<file path="src/rtl/uart_mmio_pkg.sv">
// Shared definitions for the UART MMIO blocks: register offsets, STATUS/CTRL bit
// positions, DATA word layout and the bus FSM state encoding.
package uart_mmio_pkg;

    localparam logic [3:0] ADDR_DATA   = 4'h0;
    localparam logic [3:0] ADDR_STATUS = 4'h4;
    localparam logic [3:0] ADDR_CTRL   = 4'h8;

    localparam int DATA_VALID     = 8;

    localparam int STAT_EMPTY     = 8;
    localparam int STAT_FULL      = 9;
    localparam int STAT_OVERRUN   = 10;
    localparam int STAT_IRQ_MASK  = 11;

    localparam int CTRL_FLUSH     = 0;
    localparam int CTRL_CLR_OVR   = 1;
    localparam int CTRL_IRQ_MASK  = 2;

    // state    | meaning
    // ST_IDLE  | waiting for bus_valid; request and side effects taken here
    // ST_RESP  | bus_ready=1 with registered bus_rdata, back to idle next cycle
    typedef enum logic {
        ST_IDLE = 1'b0,
        ST_RESP = 1'b1
    } bus_state_e;

endpackage

</file>
<file path="src/rtl/sync_fifo.sv">
// Single-clock FIFO with push/pop/flush and a level counter one bit wider than
// the pointers so that full and empty are distinguishable. A pop on empty and a
// push on full (without a simultaneous pop) are ignored; flush overrides both.
module sync_fifo #(
    parameter int DEPTH = 16,
    parameter int WIDTH = 8
) (
    input  logic                       clk,
    input  logic                       reset,
    input  logic                       push_i,
    input  logic                       pop_i,
    input  logic                       flush_i,
    input  logic [WIDTH-1:0]           wdata_i,
    output logic [WIDTH-1:0]           rdata_o,
    output logic                       full_o,
    output logic                       empty_o,
    output logic [$clog2(DEPTH):0]     level_o
);

    localparam int AW = $clog2(DEPTH);

    logic [WIDTH-1:0] mem_q [DEPTH];
    logic [AW-1:0]    wr_ptr_q;
    logic [AW-1:0]    rd_ptr_q;
    logic [AW:0]      level_q;
    logic             do_push;
    logic             do_pop;

    assign empty_o = (level_q == '0);
    assign full_o  = (level_q == (AW+1)'(DEPTH));
    assign level_o = level_q;
    assign rdata_o = mem_q[rd_ptr_q];

    // A full FIFO still accepts a push when the head leaves in the same cycle.
    assign do_pop  = pop_i & ~empty_o;
    assign do_push = push_i & (~full_o | do_pop);

    // Pointer and level bookkeeping; flush returns everything to the empty state.
    always_ff @(posedge clk or posedge reset) begin
        if (reset) begin
            wr_ptr_q <= '0;
            rd_ptr_q <= '0;
            level_q  <= '0;
        end else if (flush_i) begin
            wr_ptr_q <= '0;
            rd_ptr_q <= '0;
            level_q  <= '0;
        end else begin
            if (do_push) wr_ptr_q <= wr_ptr_q + AW'(1);
            if (do_pop)  rd_ptr_q <= rd_ptr_q + AW'(1);
            if (do_push && !do_pop)      level_q <= level_q + (AW+1)'(1);
            else if (do_pop && !do_push) level_q <= level_q - (AW+1)'(1);
        end
    end

    // Storage array, written only on an accepted push.
    always_ff @(posedge clk) begin
        if (do_push && !flush_i) mem_q[wr_ptr_q] <= wdata_i;
    end

endmodule

</file>
<file path="src/rtl/uart_rx_mmio.sv">
// Memory-mapped receive buffer between uart_rx and the core data bus.
// Registers: 0x0 DATA (read pops), 0x4 STATUS, 0x8 CTRL (flush / clear overrun).
// Optional feature macro UART_RX_MMIO_IRQ_EN: level interrupt with CTRL bit2 mask,
// mask visible in STATUS[11]. Without it irq is tied low.
module uart_rx_mmio
    import uart_mmio_pkg::*;
#(
    parameter int DEPTH = 16,
    parameter int AW    = $clog2(DEPTH)
) (
    input  logic        clk,
    input  logic        reset,
    input  logic        rx_dv,
    input  logic [7:0]  rx_byte,
    input  logic        bus_valid,
    input  logic        bus_we,
    input  logic [3:0]  bus_addr,
    input  logic [31:0] bus_wdata,
    output logic [31:0] bus_rdata,
    output logic        bus_ready,
    output logic        irq
);

    bus_state_e  state_q, state_d;
    logic [31:0] rdata_q, rdata_d;
    logic        overrun_q, overrun_d;
    logic        irq_mask_q;

    logic        pop;
    logic        flush;
    logic        clr_ovr;
    logic        ctrl_wr;
    logic        ovr_set;
    logic [31:0] status_w;

    logic [7:0]  fifo_head;
    logic        fifo_full;
    logic        fifo_empty;
    logic [AW:0] fifo_level;

    logic        unused_wdata;
    assign unused_wdata = ^bus_wdata[31:2];

    sync_fifo #(
        .DEPTH (DEPTH),
        .WIDTH (8)
    ) u_fifo (
        .clk     (clk),
        .reset   (reset),
        .push_i  (rx_dv & ~flush),
        .pop_i   (pop),
        .flush_i (flush),
        .wdata_i (rx_byte),
        .rdata_o (fifo_head),
        .full_o  (fifo_full),
        .empty_o (fifo_empty),
        .level_o (fifo_level)
    );

    // STATUS word assembled from live FIFO flags and sticky state.
    always_comb begin
        status_w                = '0;
        status_w[7:0]           = 8'(fifo_level);
        status_w[STAT_EMPTY]    = fifo_empty;
        status_w[STAT_FULL]     = fifo_full;
        status_w[STAT_OVERRUN]  = overrun_q;
        status_w[STAT_IRQ_MASK] = irq_mask_q;
    end

    // Bus FSM next state, read data and the one-shot side effects of a request.
    always_comb begin
        state_d = state_q;
        rdata_d = '0;
        pop     = 1'b0;
        flush   = 1'b0;
        clr_ovr = 1'b0;
        ctrl_wr = 1'b0;
        if (state_q == ST_IDLE) begin
            if (bus_valid) begin
                state_d = ST_RESP;
                if (!bus_we) begin
                    if (bus_addr == ADDR_DATA) begin
                        if (!fifo_empty) begin
                            rdata_d = {23'b0, 1'b1, fifo_head};
                            pop     = 1'b1;
                        end
                    end else if (bus_addr == ADDR_STATUS) begin
                        rdata_d = status_w;
                    end
                end else if (bus_addr == ADDR_CTRL) begin
                    ctrl_wr = 1'b1;
                    flush   = bus_wdata[CTRL_FLUSH];
                    clr_ovr = bus_wdata[CTRL_CLR_OVR];
                end
            end
        end else begin
            state_d = ST_IDLE;
        end
    end

    // Overrun is sticky; a byte dropped in the same cycle as a clear keeps it set.
    always_comb begin
        ovr_set   = rx_dv & fifo_full & ~pop & ~flush;
        overrun_d = overrun_q;
        if (clr_ovr) overrun_d = 1'b0;
        if (ovr_set) overrun_d = 1'b1;
    end

    // FSM state, response data and overrun registers.
    always_ff @(posedge clk or posedge reset) begin
        if (reset) begin
            state_q   <= ST_IDLE;
            rdata_q   <= '0;
            overrun_q <= 1'b0;
        end else begin
            state_q   <= state_d;
            rdata_q   <= rdata_d;
            overrun_q <= overrun_d;
        end
    end

    assign bus_ready = (state_q == ST_RESP);
    assign bus_rdata = rdata_q;

`ifdef UART_RX_MMIO_IRQ_EN
    logic irq_mask_d;
    logic irq_q, irq_d;

    // Mask follows CTRL bit2 on every CTRL write; irq lags its causes by one cycle.
    always_comb begin
        irq_mask_d = ctrl_wr ? bus_wdata[CTRL_IRQ_MASK] : irq_mask_q;
        irq_d      = ((fifo_level != '0) | overrun_q) & ~irq_mask_q;
    end

    // Interrupt mask and registered interrupt output.
    always_ff @(posedge clk or posedge reset) begin
        if (reset) begin
            irq_mask_q <= 1'b0;
            irq_q      <= 1'b0;
        end else begin
            irq_mask_q <= irq_mask_d;
            irq_q      <= irq_d;
        end
    end

    assign irq = irq_q;
`else
    logic unused_ctrl_wr;
    assign unused_ctrl_wr = ctrl_wr;
    assign irq_mask_q     = 1'b0;
    assign irq            = 1'b0;
`endif

endmodule

</file>
<file path="config.mk">
export PLATFORM = sky130hd
export DESIGN_NAME = uart_rx_mmio
export DESIGN_NICKNAME = d
export VERILOG_FILES = /design/src/rtl/uart_mmio_pkg.sv /design/src/rtl/sync_fifo.sv /design/src/rtl/uart_rx_mmio.sv
export SDC_FILE = /design/constraint.sdc
export NUM_CORES = 1
export LEC_CHECK = 0
export CAP_MARGIN = 20
export CELL_PAD_IN_SITES_DETAIL_PLACEMENT = 1
export CELL_PAD_IN_SITES_GLOBAL_PLACEMENT = 1
export CORE_ASPECT_RATIO = 0.6
export CORE_MARGIN = 8
export CORE_UTILIZATION = 45
export CTS_CLUSTER_DIAMETER = 60
export DETAILED_ROUTE_END_ITERATION = 16
export GPL_ROUTABILITY_DRIVEN = 0
export PLACE_DENSITY_LB_ADDON = 0.1
export SYNTH_ARGS = -nofsm -noshare
export SYNTH_HDL_FRONTEND = slang
export SYNTH_HIERARCHICAL = 1
export SYNTH_SLANG_ARGS = --single-unit
</file>
<file path="constraint.sdc">
create_clock -name clk -period 7.55 [get_ports clk]
set_clock_uncertainty 0.05 [all_clocks]
set_input_delay 1.1325 -clock clk [delete_from_list [all_inputs] [get_ports clk]]
set_output_delay 1.1325 -clock clk [all_outputs]
set_load 0.01 [all_outputs]
</file>
Yosys cells after proc, flatten, opt, wreduce, memory -nomap -nowiden
Memories as Yosys holds them, arrays and structs flattened.
Cells that the tools add are included.
- muxes and demuxes: 32
- reductions and logical operators: 12
- eq/ne operators: 3
- bitwise gates (word level): 11
- add/sub/neg operators: 4
- operators with widths (cell ; number):
    2-to-1 mux 32 bit ; 4
    2-to-1 mux 1 bit ; 19
    2-to-1 mux 4 bit ; 4
    2-to-1 mux 5 bit ; 3
    2-to-1 mux 11 bit ; 1
    2-to-1 mux 9 bit ; 1
    adder 4 x 1 -> 4 bit, second input constant ; 2
    bitwise AND 1 bit ; 6
    nonzero test 2 bit ; 3
    adder 5 x 1 -> 5 bit, second input constant ; 1
    == test 5 bit, second input constant ; 1
    logical NOT 5 bit ; 1
    subtractor 5 x 1 -> 5 bit, second input constant ; 1
    == test 4 x 3 -> 1 bit, second input constant ; 1
    == test 4 bit, second input constant ; 1
    logical NOT 4 bit ; 1
    NOT 1 bit ; 4
    logical AND 1 bit ; 3
    logical NOT 1 bit ; 3
    nonzero test 3 bit ; 1
    OR 1 bit ; 1
- logic and storage cells: 69
- bits in registers: 47
- output and inout bits: 34
- memories: 1
- RAM bits: 128
- input bits: 49
- memories (name ; words ; bits a word ; read ports ; clocked after Yosys merged registers in ; wr ports ; line ; source):
    u_fifo.mem_q ; 16 ; 8 ; 1 ; 0 ; 1 ; sync_fifo.sv:22 ; logic [WIDTH-1:0] mem_q [DEPTH];

Logic depth before layout (Yosys ltp)
- word-level depth: 14
- depth in mapped cells: 11
- gate-level depth less buffers: 11

Modules after synthesis
The synthesis kept the hierarchy.
- modules (own cells, without submodules) (module ; seq. area each (um^2) ; cells an instance ; times used ; area each (um^2)):
    sync_fifo ; 4169.0 ; 313 ; 1 ; 5804.3
    uart_rx_mmio ; 325.3 ; 63 ; 1 ; 705.7

Worst setup path after synthesis
No wires, ideal clock.
- kind: input to register
- start: in bus_addr[1]
- end: reg u_fifo.level_q[4] (netlist: u_fifo/level_o[4])
- arrival time: 3.699 ns
- stages on the path: 11
- buffers on the path: 1
- library setup time: 0.137 ns
- data required time: 7.363 ns
- setup slack: 3.664 ns
- cell sequence: or4b_1 -> buf_6 -> o21ai_0 -> inv_1 -> nor2b_1 -> mux2i_1 -> ha_1 -> a211o_1 -> o21a_1 -> o211ai_1 -> a31oi_1
- longest elaborated chain between the ends: 11
- elaborated cells on any way between the ends: 22
- classes of those cells: 1 x eq/ne; 10 x mux; 5 x bitwise; 6 x reduce/logical
- RTL lines (item ; line ; source):
    from (decl) ; uart_rx_mmio.sv:17 ; input logic [3:0] bus_addr,
    logical NOT 4 bit or == test 4 bit (tied branches) ; uart_rx_mmio.sv:82, uart_rx_mmio.sv:90 ;
    2-to-1 mux 1 bit, on equally long branches ; uart_rx_mmio.sv:82, uart_rx_mmio.sv:90 ;
    2-to-1 mux 1 bit ; uart_rx_mmio.sv:81 ; if (!bus_we) begin
    2-to-1 mux 1 bit ; uart_rx_mmio.sv:79 ; if (bus_valid) begin
    2-to-1 mux 1 bit ; uart_rx_mmio.sv:78 ; if (state_q == ST_IDLE) begin
    bitwise AND 1 bit or NOT 1 bit (tied branches) ; sync_fifo.sv:35, uart_rx_mmio.sv:50 ;
    OR 1 bit or bitwise AND 1 bit (tied branches) ; sync_fifo.sv:36, uart_rx_mmio.sv:50 ;
    bitwise AND 1 bit ; sync_fifo.sv:36 ; assign do_push = push_i & (~full_o | do_pop);
    logical AND 1 bit or logical NOT 1 bit (tied branches) ; sync_fifo.sv:51, sync_fifo.sv:52 ;
    2-to-1 mux 5 bit or logical AND 1 bit (tied branches) ; sync_fifo.sv:51, sync_fifo.sv:52 ;
    2-to-1 mux 5 bit or nonzero test 3 bit (tied branches) ; - ;
    to (signal assigned) ; sync_fifo.sv:51 ; if (do_push && !do_pop) level_q <= level_q + (AW+1)'(1);
    to (signal assigned) ; sync_fifo.sv:52 ; else if (do_pop && !do_push) level_q <= level_q - (AW+1)'(1);
    to (decl) ; sync_fifo.sv:25 ; logic [AW:0] level_q;
Parallel ways exist; a longest one is shown, timed or not.
A chain may end at the register's enable or synchronous reset.

Worst setup path after layout
- start: in bus_valid
- end: reg u_fifo.level_q[4] (netlist: u_fifo/level_o[4])
- longest elaborated chain between the ends: 8
- elaborated cells on any way between the ends: 16
- classes of those cells: 6 x mux; 5 x bitwise; 5 x reduce/logical
- RTL lines (item ; line ; source):
    from (decl) ; uart_rx_mmio.sv:15 ; input logic bus_valid,
    2-to-1 mux 1 bit ; uart_rx_mmio.sv:79 ;
    2-to-1 mux 1 bit ; uart_rx_mmio.sv:78 ;
    bitwise AND 1 bit or NOT 1 bit (tied branches) ; sync_fifo.sv:35, uart_rx_mmio.sv:50 ;
    OR 1 bit or bitwise AND 1 bit (tied branches) ; sync_fifo.sv:36, uart_rx_mmio.sv:50 ;
    bitwise AND 1 bit ; sync_fifo.sv:36 ;
    logical AND 1 bit or logical NOT 1 bit (tied branches) ; sync_fifo.sv:51, sync_fifo.sv:52 ;
    2-to-1 mux 5 bit or logical AND 1 bit (tied branches) ; sync_fifo.sv:51, sync_fifo.sv:52 ;
    2-to-1 mux 5 bit or nonzero test 3 bit (tied branches) ; - ;
Parallel ways exist; a longest one is shown, timed or not.

==> flow_results.org <==
** Timing
- In this run the tightest slew margin relative to its limit is a little over a quarter.
- For the final routed database, the setup TNS stands at 0 ps.
- Maximum achievable frequency :: about 220 MHz
- The final-report max-slew violation count was 0.
- Final Hold Slack :: between 400 and 500 ps
- Setup-violating endpoint count in the final report :: 0
- Crit share post-route :: just over 60%
- The final count of hold timing violations came to 0.
- For the pin with the worst max-slew slack, the measured transition is around 1100 ps.
- Unrepaired setup endpoints after global routing :: false
- After layout, the worst setup slack is approximately 2900 ps.
- Time the final worst path needs with I/O delays and setup :: about 4600 ps

** Clocking
- The number of setup buffers added after CTS is 0.
- CTS-repair resized insts :: 0
- Buffers inserted during clock tree synthesis total 17.
- The clock net in this run drives a total of ~150 sinks.
- Clock tree from TritonCTS :: yes
- The clock tree synthesis step divided the H-tree into 4 levels.
- The tree is rooted in a clkbuf_16.
- Clock-pin slew was measured on the worst setup and hold paths at approximately 60 ps.
- The clock passes through at most 2 buffers.
- For this design, the CTS-stage hold fixing added 0 buffers.
- Worst-Skew Late Latency :: approximately 400 ps

** Job
- Maxcap violations :: 0

** Floorplanning
- Starting Density :: between 40 and 50%
- Measured along the x axis, the die boundary spans 171 um.
- Number of ports placed on the die boundary :: between 80 and 90
- Floorplan Core Area :: about 14000 um2
- Die Area :: 18700 um2
- Die height :: between 100 and 150 um
- Row generation in the floorplan step produced 34 rows.

** Place
- Pre-CTS WS :: roughly 2600 ps
- Summing all placed instances gives a cell area of between 6000 and 7000 um2.
- Detailed placement finished with a half-perimeter wire length of around 9.5 mm.
- Port buffering added 30 buffers.

** Finish
- After routing the design area is 7480 um2.
- Combined area of the multi-input logic cells :: ~1800 um2
- At the end of the flow the core is filled with cells to between 50% and 60%.
- Share of final-layout standard cells stronger than drive strength 1 :: between 10% and 20%
- 0 antenna diodes ended up in the layout.
- Fill cells :: around 1400
- Layout overhead on the synthesized area :: 15.0%
- Total Nets Final :: 470
- Summing all flip-flop and latch instances after layout gives around 4500 um2.

** Drt
- In the routed design, unresolved DRC markers number 0.
- After detailed routing, the average wire length per cell comes to about 23 um.
- For this run, the detailed router's first-pass iteration total came to 4.
- Using the TritonRoute via totals, the vias-per-cell ratio works out to 5.44.
- The detail route stage leaves a number of antenna-violating nets equal to 0.
- Via count :: about 3400
- Routed wire length :: 14.5 mm
- In this run, the number of DRC markers left after iteration 0 of detailed routing was 243.

** Global route
- Pin count of the biggest net entering global routing :: 36
- The number of global-route vias before repair is 3629.
- The first global-routing pass estimated 22.2 mm of wire.
- The total overflow left after global routing is 0.
- Total global-route track usage :: 16.5%
- Number of antenna violations at the first check in global routing :: 0

** Synth
- In the synthesized netlist the dominant register cell turns out to be edfxtp_1.
- The synthesized netlist occupies a cell area of 6510 um2.
- Seq/Total Area, Yosys :: roughly 69%
- Cell taking the most area after synthesis :: edfxtp_1
- The cell count after synthesis came out at between 300 and 400.
- By area the synthesized netlist is led by edfxtp_1 59%, mux4_2 11%, dfrtp_1 10%.
- In this run, synthesis inferred ~130 flip-flops with an integrated enable.
- Fraction of post-synthesis cell area in the top cell type by area :: about three fifths
- After synthesis, the netlist uses 53 different library cells.
- Synthesis inferred ~150 register bits.
- Most frequent cell after synthesis :: edfxtp_1
- Number of warnings printed during yosys synthesis :: 6
- The commonest cells after synthesis are 128 x edfxtp_1, 32 x mux4_2, 29 x nor2_1.
- Avg Cell Area, Syn :: ~17 um2
- Async set or reset register ratio after synthesis :: 16.9%

** Critical path
- Measured in cells, the most critical reg-to-reg path has a length of 10.
- Critical path peak fanout :: 10
- R2r startpoint :: bus_ready
- In this run the worst setup path terminates at u_fifo/level_o[4].
- Setup slack on the worst reg-to-reg path comes out at around 3700 ps.
- Critical path data arrival time :: just under 5000 ps
- For the worst setup path, the data required time is between 7000 and 8000 ps.
- Kind of capture point of the worst setup path :: flip-flop
- STA classifies the critical path startpoint as an input pin.
- The critical path starts at bus_valid.
- Worst Path Class, Setup :: in -> reg
- Destination of the worst register-to-register timing path :: u_fifo/level_o[4]

** Power
- For this design the ratio of total power to cell area is ~330 nW/um2.
- Summed over all cells, the static leakage comes to 2.58 nW.
- VDD sags by at most 153 uV.

** Outcome
- Status :: completed

** Worst hold path
- The min-delay analysis places its worst path in the category reg -> reg.
[how the worst min path moves through the flow]
stage,from,to,depth (start not counted)
after global placement,overrun_q,bus_rdata[10],1
final,overrun_q,bus_rdata[10],1
after global routing,overrun_q,bus_rdata[10],1
after CTS,overrun_q,bus_rdata[10],1
after floorplan,overrun_q,bus_rdata[10],1
after detailed placement,overrun_q,bus_rdata[10],1
[stage by stage]
step	power, mW	instances
2_1_floorplan	1.51	397
3_3_place_gp	1.64	590
3_5_place_dp	1.67	590
4_1_cts	2.49	622
5_1_grt	2.58	622
6_report	2.47	622
[where the power goes]
group,switching [mW],internal [mW]
clock network,0.330,0.488
registers,0.112,1.03
logic,0.269,0.240
[registers in the layout, summed over array words and instances (netlist names)]
register / count
u_fifo/mem_q: 128
bus_rdata: 11
u_fifo/level_o: 5
u_fifo/rd_ptr_q: 4
u_fifo/wr_ptr_q: 4
bus_ready: 1
overrun_q: 1
[cells in the final DEF (no fill, tap or decap), types with 2 or more instances in the layout]
cell and n:
buf_4 2, nor2b_1 5, mux4_2 32, nand2b_1 2
a22o_1 5, nand3_1 2, and2_1 7, mux2i_1 3
clkbuf_16 17, clkbuf_1 5, bufinv_16 2, nand2_1 14
inv_6 2, xor2_1 6, xnor2_1 2, clkdlybuf4s50_1 30
conb_1 22, o211ai_1 4, dfrtp_2 2, o21ai_0 7
nor2_1 29, ha_1 9, dfrtp_1 24, a21oi_1 3
clkinv_1 2, nand4b_1 5, inv_1 6, edfxtp_1 128
clkinv_4 3, a22oi_1 16
[metal layers]
layer	global-route usage (%)	wire [um]	share of wire [%]	up-vias
met5	0	0	0	-
met4	4.94	82	0.56	0
met2	23.8	6430	44	96
li1	-	-	-	1499
met3	4.56	1000	6.9	6
met1	24.2	7040	48	1783
[worst max-delay path: stages]
cell and delay (ps):
clkdlybuf4s50_1 470, or4b_1 630, o21ai_0 420, inv_1 200, nor2b_1 170, mux2i_1 720, ha_1 380, a211o_1 290
o21a_1 150, o211ai_1 180, a31oi_1 110
[cells by family after synthesis]
group / after synthesis / share of synthesized area, %
AOI/OAI and AO/OA: 44 / 5.13
xor gates and xnor gates: 8 / 1.08
adders and majority gates: 10 / 2.04
buffers and inverters: 43 / 3.94
DFF: 154 / 69.0
muxes: 35 / 11.5
other: 1 / 0.0576
and+or+nand+nor: 81 / 7.19
[area by class of cell]
| type | instances | share of cell area [%] |
|---|---|---|
| inverters | 6 | 0.301 |
| flip-flops and latches | 154 | 60.1 |
| clock inverters | 10 | 1.59 |
| repair buffers | 32 | 4.21 |
| well taps | 198 | 3.31 |
| multi-input cells | 200 | 24.6 |
| clock buffers | 22 | 5.94 |
(Power assumes the default switching activity.)
